`src/rtl/jk_mode_counter.sv`:
```
// jk_mode_counter: multi-mode WIDTH-bit counter whose state lives in JK flops.
//   Operations (mode): 00 count up/down with wrap at MODULUS, 01 load,
//   10 rotate left/right by one, 11 complement. Any load, rotate or
//   complement result >= MODULUS forces q to 0 and sets the sticky err flag.
//
// Ports
//   clk   in   rising-edge clock
//   reset in   synchronous active-high reset (q=0, err=0)
//   e     in   enable; 0 holds q and err
//   x     in   direction: 1 = up/left, 0 = down/right
//   mode  in   [1:0] operation select
//   d     in   [WIDTH-1:0] load data
//   q     out  [WIDTH-1:0] registered state
//   tc    out  combinational terminal count (cycle before a count wrap)
//   err   out  registered sticky out-of-range flag

module jkflipflop (
    input  logic clk,
    input  logic reset,
    input  logic j,
    input  logic k,
    output logic q
);
    logic q_q;

    always_ff @(posedge clk) begin
        if (reset) begin
            q_q <= 1'b0;
        end else begin
            case ({j, k})
                2'b01:   q_q <= 1'b0;
                2'b10:   q_q <= 1'b1;
                2'b11:   q_q <= ~q_q;
                default: q_q <= q_q;
            endcase
        end
    end

    assign q = q_q;
endmodule

module jk_mode_counter #(
    parameter int WIDTH   = 4,
    parameter int MODULUS = 2 ** WIDTH
) (
    input  logic             clk,
    input  logic             reset,
    input  logic             e,
    input  logic             x,
    input  logic [1:0]       mode,
    input  logic [WIDTH-1:0] d,
    output logic [WIDTH-1:0] q,
    output logic             tc,
    output logic             err
);
    // One extra bit so MODULUS == 2**WIDTH is representable for range checks.
    localparam logic [WIDTH:0]   MOD_EXT = (WIDTH+1)'(MODULUS);
    localparam logic [WIDTH-1:0] MAX_VAL = WIDTH'(MODULUS - 1);

    logic [WIDTH-1:0] q_q;
    logic [WIDTH-1:0] n_d;
    logic [WIDTH-1:0] j_d;
    logic [WIDTH-1:0] k_d;
    logic [WIDTH-1:0] rot_r;
    logic [WIDTH-1:0] cpl_r;
    logic             toggle_all;
    logic             err_q;
    logic             err_d;

    function automatic logic in_range(input logic [WIDTH-1:0] v);
        return ({1'b0, v} < MOD_EXT);
    endfunction

    assign rot_r = x ? {q_q[WIDTH-2:0], q_q[WIDTH-1]} : {q_q[0], q_q[WIDTH-1:1]};
    assign cpl_r = ~q_q;

    always_comb begin
        n_d        = q_q;
        err_d      = err_q;
        toggle_all = 1'b0;
        if (e) begin
            case (mode)
                2'b00: begin
                    if (x) n_d = (q_q == MAX_VAL) ? '0 : q_q + 1'b1;
                    else   n_d = (q_q == '0) ? MAX_VAL : q_q - 1'b1;
                end
                2'b01: begin
                    if (in_range(d)) begin
                        n_d   = d;
                        err_d = 1'b0;
                    end else begin
                        n_d   = '0;
                        err_d = 1'b1;
                    end
                end
                2'b10: begin
                    if (in_range(rot_r)) begin
                        n_d = rot_r;
                    end else begin
                        n_d   = '0;
                        err_d = 1'b1;
                    end
                end
                default: begin
                    if (in_range(cpl_r)) begin
                        n_d        = cpl_r;
                        toggle_all = 1'b1;
                    end else begin
                        n_d   = '0;
                        err_d = 1'b1;
                    end
                end
            endcase
        end
    end

    // A valid complement drives J=K=1 everywhere; otherwise J/K come from
    // the per-bit difference between current and next state.
    assign j_d = toggle_all ? '1 : (~q_q & n_d);
    assign k_d = toggle_all ? '1 : (q_q & ~n_d);

    for (genvar i = 0; i < WIDTH; i++) begin : g_bit
        jkflipflop u_ff (
            .clk   (clk),
            .reset (reset),
            .j     (j_d[i]),
            .k     (k_d[i]),
            .q     (q_q[i])
        );
    end

    always_ff @(posedge clk) begin
        if (reset) err_q <= 1'b0;
        else       err_q <= err_d;
    end

    assign tc  = ~reset & e & (mode == 2'b00) & (x ? (q_q == MAX_VAL) : (q_q == '0));
    assign q   = q_q;
    assign err = err_q;
endmodule

```
`config.mk`:
```
export PLATFORM = sky130hd
export DESIGN_NAME = jk_mode_counter
export DESIGN_NICKNAME = d
export VERILOG_FILES = /design/src/rtl/jk_mode_counter.sv
export SDC_FILE = /design/constraint.sdc
export NUM_CORES = 1
export LEC_CHECK = 0
export ABC_CLOCK_PERIOD_IN_PS = 1600
export CAP_MARGIN = 20
export CORE_MARGIN = 5
export CORE_UTILIZATION = 41
export CTS_BUF_LIST = sky130_fd_sc_hd__clkbuf_8 sky130_fd_sc_hd__clkbuf_16
export DETAILED_ROUTE_END_ITERATION = 8
export PLACE_DENSITY = 0.73
export SETUP_SLACK_MARGIN = 0.5
export SLEW_MARGIN = 20
export SYNTH_ARGS = -nofsm -noshare
export SYNTH_HDL_FRONTEND = slang
export SYNTH_SLANG_ARGS = --single-unit
```
`constraint.sdc`:
```
create_clock -name clk -period 1.6 [get_ports clk]
set_input_delay 0.24 -clock clk [delete_from_list [all_inputs] [get_ports clk]]
set_output_delay 0.24 -clock clk [all_outputs]
set_load 0.01 [all_outputs]
```
Word-level counts from Yosys, hierarchy flattened

Index checks and enable logic that the tools add are counted.

Reduce and logical (&&, ||, !) cells: 7
Add/subtract/negate cells: 2
Equal/unequal tests: 15
Multiplexer cells: 15
Bitwise logic cells: 12

Operators with widths:

| kind                                                               | count |
|---|---|
| 4-bit 2-to-1 mux                                                   | 7 |
| 2-bit == test, second input constant                               | 9 |
| 1-bit case mux with 3 select lines                                 | 4 |
| 4-bit case mux with 3 select lines                                 | 1 |
| 3-bit nonzero test                                                 | 4 |
| 2-bit by 1-bit == test with 1-bit output, second input constant    | 5 |
| 4-bit AND                                                          | 2 |
| 4-bit inverter                                                     | 2 |
| 1-bit inverter                                                     | 5 |
| 4-bit by 1-bit adder with 4-bit output, second input constant      | 1 |
| 4-bit == test, second input constant                               | 1 |
| 4-bit zero test                                                    | 1 |
| 4-bit by 1-bit subtractor with 4-bit output, second input constant | 1 |
| 1-bit AND                                                          | 3 |
| 1-bit 2-to-1 mux                                                   | 3 |
| 3-bit OR reduction                                                 | 1 |
| 2-bit zero test                                                    | 1 |

Input bits: 10
Register bits after elaboration: 4
Logic and storage cells: 55
Output and inout port bits: 6

Longest topological paths before layout

Word-level depth: 10
Mapped depth: 7

Hierarchy

A second synthesis with hierarchy kept.

Cell total of the unflattened synthesis: 83
Area, all modules: 638.1 µm²

By module, submodules not included:

| module          | times used | cells each | area each (µm²) |
|---|---|---|---|
| jk_mode_counter | 1          | 67         | 442.9 |
| jkflipflop      | 4          | 4          | 48.8 |

Least setup slack after synthesis

No wires, ideal clock.

Kind: register to output
Start point: reg g_bit[0].u_ff.q_q
End point: out tc
Cell stages (with the launch flop): 7
Required time: 1,360 ps
Slack: -231 ps
Arrival: 1,591 ps
Buffers on the path: 1
Cell sequence: dfxtp_1 > buf_2 > inv_1 > ha_1 > or3b_4 > o21a_1 > nor4_1

Cells in the longest elaborated chain, start to end: 3
Elaborated cells between the ends (all ways): 4
Classes of those cells: 1 x eq/ne; 1 x mux; 1 x bitwise; 1 x reduce/logical

Ends and longest elaborated chain:

| what                                             | RTL line | text |
|---|---|---|
| start, declared                                  | 24       | `logic q_q;` |
| start signal, assigned                           | 33       | `2'b11: q_q <= ~q_q;` |
| start signal, assigned                           | 34       | `default: q_q <= q_q;` |
| 4-bit == test or 4-bit zero test (tied branches) | 137      | `assign tc = ~reset & e & (mode == 2'b00) & (x ? (q_q == MAX_VAL) : (q_q == '0));` |
| 1-bit 2-to-1 mux *                               | 137      |  |
| 1-bit AND *                                      | 137      |  |
| end, declared                                    | 53       | `output logic tc,` |

Every way passes the cells marked *; elsewhere a longest branch is shown, timed or not.

Final worst setup path

Start point: reg g_bit[1].u_ff.q_q
End point: out tc

Cells in the longest elaborated chain, start to end: 3
Elaborated cells between the ends (all ways): 4
Classes of those cells: 1 x eq/ne; 1 x mux; 1 x bitwise; 1 x reduce/logical

Ends and longest elaborated chain:

| what                                             | RTL line |
|---|---|
| start, declared                                  | 24 |
| start signal, assigned                           | 33 |
| start signal, assigned                           | 34 |
| 4-bit == test or 4-bit zero test (tied branches) | 137 |
| 1-bit 2-to-1 mux *                               | 137 |
| 1-bit AND *                                      | 137 |

Marks and branches as above.

==> impl_results.md <==
- Vias per inst: 5.862
- EDFF count, synth: 0
- Failing checks: setup timing
- Total CTS buffers: 3
- Period utilisation layout: 116.0%
- Max Clock Freq: 538.8 MHz
- Critical Path Source Type: register
- Final hold slack: 0.6153 ns
- Die area: 2234 um^2
- WP data required: 1.36 ns
- Drt pass-1 iters: 4
- Worst-path clk slew: 0.03 ns
- Mapped Cells: 76
- Place WS: -0.6759 ns
- Library cells used by synthesis: 39
- RD Place Congestion: 0.8000
- Die Span X: 47.26 um
- RR Startpoint: g_bit[1].u_ff.q
- Total GRT Usage: 19.34%
- Kind of critical path: reg -> out
- Root buffer cell: clkbuf_8
- Syn-to-layout area delta: 79.56%
- Final setup margin: -0.2558 ns
- Ys flop type: dfxtp_1
- RSZ-0062 raised after global routing: yes
- Worst clock skew: 0.006134 ns
- Leak: 0.4381 nW
- Share of cells above drive strength 1: 51.85%
- Worst Hold Class: in -> reg
- Status: finished, violations left
- Beginning of the critical path: g_bit[1].u_ff.q
- Post-route minimum period: 1.856 ns
- CTS tree: yes
- First DRT Iteration DRCs: 21
- Ys async rst share: 0%
- Largest net degree at the start of global routing: 15
- Register area share after synthesis: 14.07%
- Total gr overflow: 0
- Clk_lat worst skew: 0.22 ns
- Initial antenna violation count: 0
- Avg Cell Area, Syn: 7.491 um^2
- Yosys Warn Count: 0
- Setup TNS: -0.2945 ns
- Max_cap viols: 0
- DRC viols: 0
- Rows: 13
- DPL Wire Length: 1154 um
- Post-synthesis register bit count: 4
- Final wirelength: 1926 um
- Final Hold Fails: 0
- Final setup fails: 2
- Final net count: 122
- Core Box Area: 1301 um^2
- Synth Cell Area: 569.3 um^2
- # H-tree levels: 1
- Via count: 721
- CTS max path bufs: 2
- Hold_sp: mode[0]
- Finished Layout Cells: 123
- Io pins: 16
- Buffers on Ports: 14
- Syn_nets: 88
- CP max FO: 3
- Routed WL per cell: 15.66 um
- Total clock sinks: 4
- Max FFs per register: 4
- Antenna-violating nets left: 0
- Die Height: 47.26 um
- Max-slew violation count: 0
- ANT cells: 0
- Maximum VDD drop: 423.9 uV
- CP Data Arrival Time: 1.62 ns
- Power density of the placed cells: 638.5 nW/um^2
- CP Capture Type: output pin
- Vias in the first global route: 682
- Global-route wire length before repair: 3022 um
- Starting Density: 43.75%
- Post-Place Cells: 107
[metrics by stage]
step | util (%) | cell area [um^2] | total power [mW]
floorplan | - | 624.3 | 0.2798
global placement | 61.54 | 800.8 | 0.3529
detailed placement | 61.54 | 800.8 | 0.3577
CTS | 74.52 | 969.7 | 0.6188
global route | 78.56 | 1022 | 0.6813
finish | 78.56 | 1022 | 0.6527
[cells in the mapped netlist (all sizes together), types with 2 or more instances]
cell type,number,area [um^2]
nor2b,3,18.77
buf,12,78.83
nand3b,2,15.01
nand2b,2,12.51
a21oi,4,23.77
a2111oi,2,18.77
nand4,2,12.51
nor2,3,11.26
o22ai,2,12.51
nand2,2,7.510
ha,2,25.02
dfxtp,4,80.08
mux2i,3,30.03
inv,5,18.77
nor3b,2,15.01
nor4,3,18.77
mux2,2,22.52
nand3,2,10.01
a31oi,3,18.77
[worst max-delay path: stages (launching register included)]
cell and delay, ns:
dfxtp_2 0.32, inv_2 0.07, ha_4 0.15, or3b_4 0.38, o21a_1 0.20, nor4_4 0.11
buf_2 0.16
[logic make-up after synthesis]
group / synth area share (%)
xor gates and xnor gates: 1.539
and+or+nand+nor: 26.81
other: 0.6587
DFF: 14.07
AOI/OAI and AO/OA: 25.50
adders and majority gates: 4.395
buffers and inverters: 17.80
muxes: 9.231
[metal layers]
metal  global-route usage (%)  vias to the layer above  part of all wire (%)
li1                         -                      336                     -
met1                    23.04                      342                    38
met2                    33.42                       34                    52
met3                    2.682                        9                   6.5
met4                    9.392                        0                   2.5
met5                        0                        -                     0
[placed cells by master, fill, tap and decap left out, drive strengths merged, types with 3 or more instances in the layout]
master,netlist,layout
clkbuf,1,3
buf,12,31
a21oi,4,4
inv,5,5
nor2,3,3
clkdlybuf4s50,0,6
mux2i,3,3
nor2b,3,3
nor4,3,3
dlygate4sd2,0,3
a31oi,3,3
dfxtp,4,4
[power by group]
part / total [mW] / leakage, nW / switching, mW / internal [mW]
Clock: 0.220 / 0.0216 / 0.0591 / 0.161
Combinational: 0.313 / 0.382 / 0.138 / 0.175
Sequential: 0.120 / 0.0341 / 0.00868 / 0.111
Total: 0.653 / 0.438 / 0.206 / 0.447
[layout make-up]
type	count	area (um^2)
Multi-Input combinational cell	54	483.0
Timing Repair Buffer	42	374.1
Fill cell	106	279.0
Sequential cell	4	83.83
Clock buffer	3	41.29
Inverter	5	21.27
Tap cell	15	18.77
[worst paths after layout]
check	to	slack, ns	depth (start not counted)
max	tc	-0.26	6
min	g_bit[1].u_ff.q	0.62	3
max reg2reg	g_bit[0].u_ff.q	-0.04	8
min reg2reg	g_bit[3].u_ff.q	0.72	3
[what timing repair did]
action,CTS,global route
gates cloned,0,0
setup buffers,7,6
endpoints found under the setup margin,9,8
resized for setup,41,2
pin swaps,6,10
hold buffers,0,0
No activity file was read; power rests on OpenSTA's default activity.
==> RTL edit 1 (same settings) <==
`WIDTH`: 4 -> 5.
--- a/src/rtl/jk_mode_counter.sv
+++ b/src/rtl/jk_mode_counter.sv
@@ -40,7 +40,7 @@
 endmodule
 
 module jk_mode_counter #(
-    parameter int WIDTH   = 4,
+    parameter int WIDTH   = 5,
     parameter int MODULUS = 2 ** WIDTH
 ) (
     input  logic             clk,
Ports: changed (resized d and q); port bits go from 16 to 18. No check against the original RTL was run, so the function may have changed too.
==> RTL edit 1 against the original RTL <==
- the flow still finishes with violations (setup timing)
- sequential cell count increased by 1
- first-iteration DRC count shrank 43%
- register-to-register slack worse by 150 ps
- synthesized area grew 20%
- routed wire length rose by 24%
- maximum frequency rose by 3.8%
- sequential share of layout area up 1.3 points
- setup slack improved by 68 ps
- design area increased by 16%
- total power rose by 9.7%
- largest power group unchanged
==> RTL edit 1: results (changes against the original RTL) <==
- Outcome: complete, but fails checks
- Failing checks: setup timing
- H-tree Lvls: 1 (unchanged)
- Dominant cells by area after synthesis: dfxtp_1, a21oi_1, buf_4
- Grt met2 use: 30.8% (-2.6 points)
- Routed WL per cell: 16.0 um (+2.3%)
- First-pass GRT wire length: 3.66 mm (+21%)
- Iteration-0 DRC Markers: 12 (-43%)
- Max reg flops: 5 (+1)
- Layout cells sized above 1: 48.1% (-3.7 points)
- Leak pwr: 0.512 nW (+17%)
- Vias post-DR: 885 (+23%)
- Crit path max fanout: 3 (unchanged)
- Hold Path Sink: g_bit[2].u_ff.q
- Final Net Count: 148 (+21%)
- Worst Skew: 0.229 ps (-5.90 ps)
- Port bufs: 16 (+2)
- Hold WC Path Type: input pin to flip-flop
- CP Data Arrival Time: 1930 ps (+310 ps)
- VDD IR max: 746 uV (+76%)
- Clk Latency, worst-skew pair: 220 ps (about the same)
- Top post-synthesis cells by count: a21oi_1, nand2_1, buf_4, nor2_1
- Worst hold start: e
- Syn Nets: 110 (+25%)
- Met1 global-route usage: 19.9% (-3.1 points)
- Final setup viols: 4 (+2)
- Worst Slack Setup Final: -188 ps (+68.1 ps)
- Clock buffer count from CTS: 3 (unchanged)
- Total global-route track usage: 18.7% (-0.68 points)
- DPL Wire Length: 1.56 mm (+35%)
- Seq/Total Area, Yosys: 14.7% (+0.59 points)
- CTS max path bufs: 2 (unchanged)
- Ys async rst share: 0% (unchanged)
- Wire length on met1: 905 um (+22%)
- Reg2reg end: g_bit[2].u_ff.q
- Fin Hold WS: 497 ps (-118 ps)
- Initial antenna violation count: 0 (unchanged)
- Distinct cell type count after synthesis: 41 (+5.1%)
- Max layer used: met4
- Routability Congestion: 0.889 (+11%)
- Worst setup startpoint: g_bit[1].u_ff.q
- CORE AREA: 0.00154 mm^2 (+18%)
- Via density: 5.94 (+1.3%)
- R2r worst-path depth: 9 (+1)
- Antenna Cells: 0 (unchanged)
- Vias in the first global route: 834 (+22%)
- Pre-CTS setup slack: -362 ps (+313 ps)
- Met2 WL: 1.15 mm (+14%)
- Pint: 0.488 mW (+9.2%)
- Routed wire length on met3: 176 um (+41%)
- Placed insts: 135 (+26%)
- Largest net degree at the start of global routing: 16 (+1)
- Crit path capture: g_bit[2].u_ff.q
- Syn Area/Cell: 7.12 um^2 (-5.0%)
- Hold depth: 4 (+1)
- Clock transition at path regs: 30 ps (about the same)
- Grt met3 use: 6.69% (+4.0 points)
- Ys flop type: dfxtp_1
- Ys Warns: 0 (unchanged)
- CTS root buffer: clkbuf_8
-- RTL edit 1: changes by cell type after synthesis, sizes merged, moves of 2 or more --
cell	before	now
o21ai	1	6
nor2b	3	1
nor2	3	6
clkbuf	1	3
nand4	2	0
a31oi	3	1
nand3b	2	0
a21oi	4	11
a2111oi	2	0
nor4	3	0
nand2	2	8
-- RTL edit 1: power groups by stage --
stage | sequential, mW | clock (mW) | combinational, mW
2_1_floorplan | 0.152 | 0 | 0.161
3_3_place_gp | 0.148 | 0 | 0.264
3_5_place_dp | 0.149 | 0 | 0.271
4_1_cts | 0.147 | 0.236 | 0.292
5_1_grt | 0.149 | 0.254 | 0.365
6_report | 0.149 | 0.228 | 0.339
-- RTL edit 1: metrics by stage --
stage                     TNS [ps]  area (um^2)
after floorplan                  0          736
after global placement       -1080          980
after detailed placement     -1200          980
after CTS                     -346         1080
after global routing          -842         1180
final                         -408         1180
-- RTL edit 1: repair_timing --
action	CTS	global route
pin swaps	2	6
endpoints found under the setup margin	11	11
buffers inserted	5	5
resized for setup	37	13
-- RTL edit 1: critical path: stages, from the launching register on --
cell     delay (ps)
dfxtp_4         350
ha_4            160
and3_4          150
ha_4            160
buf_4           140
nor2_1           80
a21oi_1          70
o31ai_1         330
nand3_1         120
a21oi_1         140
-- RTL edit 1: layout make-up --
class,instances,area (um^2)
Tap cell,16,20.0
Timing Repair Buffer,47,434
Sequential cell,5,113
Multi-Input combinational cell,71,547
Clock buffer,3,41.3
Fill cell,116,360
Clock inverter,1,3.75
Inverter,6,22.5
-- RTL edit 1: logic make-up after synthesis --
family,synth area share (%)
buffers and inverters,16.1
XOR/XNOR,3.85
flip-flops,14.7
AND/OR/NAND/NOR,23.4
multiplexers,6.23
AO/OA/AOI/OAI,29.7
adder cells (fa/ha/maj),5.50
other,0.549
==> RTL edit 2 (config.mk and constraints unchanged) <==
Without the edit above. Reset style: asynchronous (`reset`), changed in 2 clocked blocks. Comments in the files are not updated.
--- a/src/rtl/jk_mode_counter.sv
+++ b/src/rtl/jk_mode_counter.sv
@@ -23,7 +23,7 @@
 );
     logic q_q;
 
-    always_ff @(posedge clk) begin
+    always_ff @(posedge clk or posedge reset) begin
         if (reset) begin
             q_q <= 1'b0;
         end else begin
@@ -129,7 +129,7 @@
         );
     end
 
-    always_ff @(posedge clk) begin
+    always_ff @(posedge clk or posedge reset) begin
         if (reset) err_q <= 1'b0;
         else       err_q <= err_d;
     end
Behaviour: differs if reset is asserted again (counterexample within 4 cycles, from zero or initial values and one cycle with reset high); with reset held inactive, the same outputs for 10 cycles.
==> RTL edit 2 against the original RTL <==
- the run still ends with setup timing left
- routed wire length fell by 2.8%
- final cell count fell by 5.7%
- hold slack got worse by 310 ps
- setup slack improved by 150 ps
- synthesized area fell by 0.44%
- sequential cell count did not move
- non-clock buffer count fell by 7
- via count fell by 4.7%
- register-to-register slack improved by 70 ps
- design area fell by 6.5%
- largest cell class unchanged
Power is not compared: it rests on default switching activity, and its combinational part moved more than twofold at a synthesized area within 25%.
==> RTL edit 2: results (changes against the original RTL) <==
- Largest net degree at the start of global routing: 20 (+5)
- Syn Nets: 87 (-1.1%)
- Reg2reg end: g_bit[2].u_ff.q
- First-pass GRT wire length: 2.98 mm (-1.4%)
- Met2 WL: 928 um (-8.2%)
- Most frequent cell after synthesis: a21oi_1
- Dominant cells by area after synthesis: dfrtp_1, buf_4, mux2i_1
- Outcome: complete, but fails checks
- Total global-route track usage: 20.2% (+0.83 points)
- Failing checks: setup timing
- Seq/Total Area, Yosys: 17.7% (+3.6 points)
- Final setup viols: 1 (-1)
- Worst Skew: 0.0628 ps (-6.07 ps)
- Flop2flop setup slack: 30 ps (+70 ps)
- Met1 global-route usage: 23.3% (+0.21 points)
- Signal buffers share of area: 32.9% (-3.7 points)
- Hold WC Path Type: input pin to asynchronous set/reset pin
- Pre-CTS setup slack: -422 ps (+254 ps)
- Setup_tns: -107 ps (+187 ps)
- Vias in the first global route: 617 (-9.5%)
- Top delay family on crit path: flip-flops
- Top post-synthesis cells by count: a21oi_1, buf_4, o21ai_0
- Fraction of area in registers: 10.6% (+2.4 points)
- Worst setup startpoint: g_bit[0].u_ff.q
- CP Data Arrival Time: 1470 ps (-150 ps)
- Crit path max fanout: 4 (+1)
- Placed insts: 108 (+0.93%)
- Worst Slack Setup Final: -107 ps (+149 ps)
- Distinct cell type count after synthesis: 33 (-15%)
- Grt met3 use: 1.15% (-1.5 points)
-- RTL edit 2: logic make-up after synthesis --
group                      count (synthesis)  share of synthesized area, %
and+or+nand+nor                           15                          13.9
xor gates and xnor gates                   1                          1.55
muxes                                      6                          10.8
buffers and inverters                     17                          16.1
adders and majority gates                  2                          4.41
other                                      1                         0.662
AOI/OAI and AO/OA                         29                          34.9
DFF                                        4                          17.7
-- RTL edit 2: where the power goes --
| part | leakage, nW | internal (mW) | switching (mW) |
|---|---|---|---|
| Clock | 0.0216 | 0.160 | 0.0474 |
| Sequential | 0.0446 | 0.130 | 0.0368 |
| Combinational | 0.346 | 0.351 | 0.305 |
-- RTL edit 2: timing repair --
item                                    4_1_cts  5_1_grt
resized for setup                            34        4
cloned                                        0        0
pin swaps                                     7        2
endpoints found under the setup margin        9        9
setup buffers                                 4        1
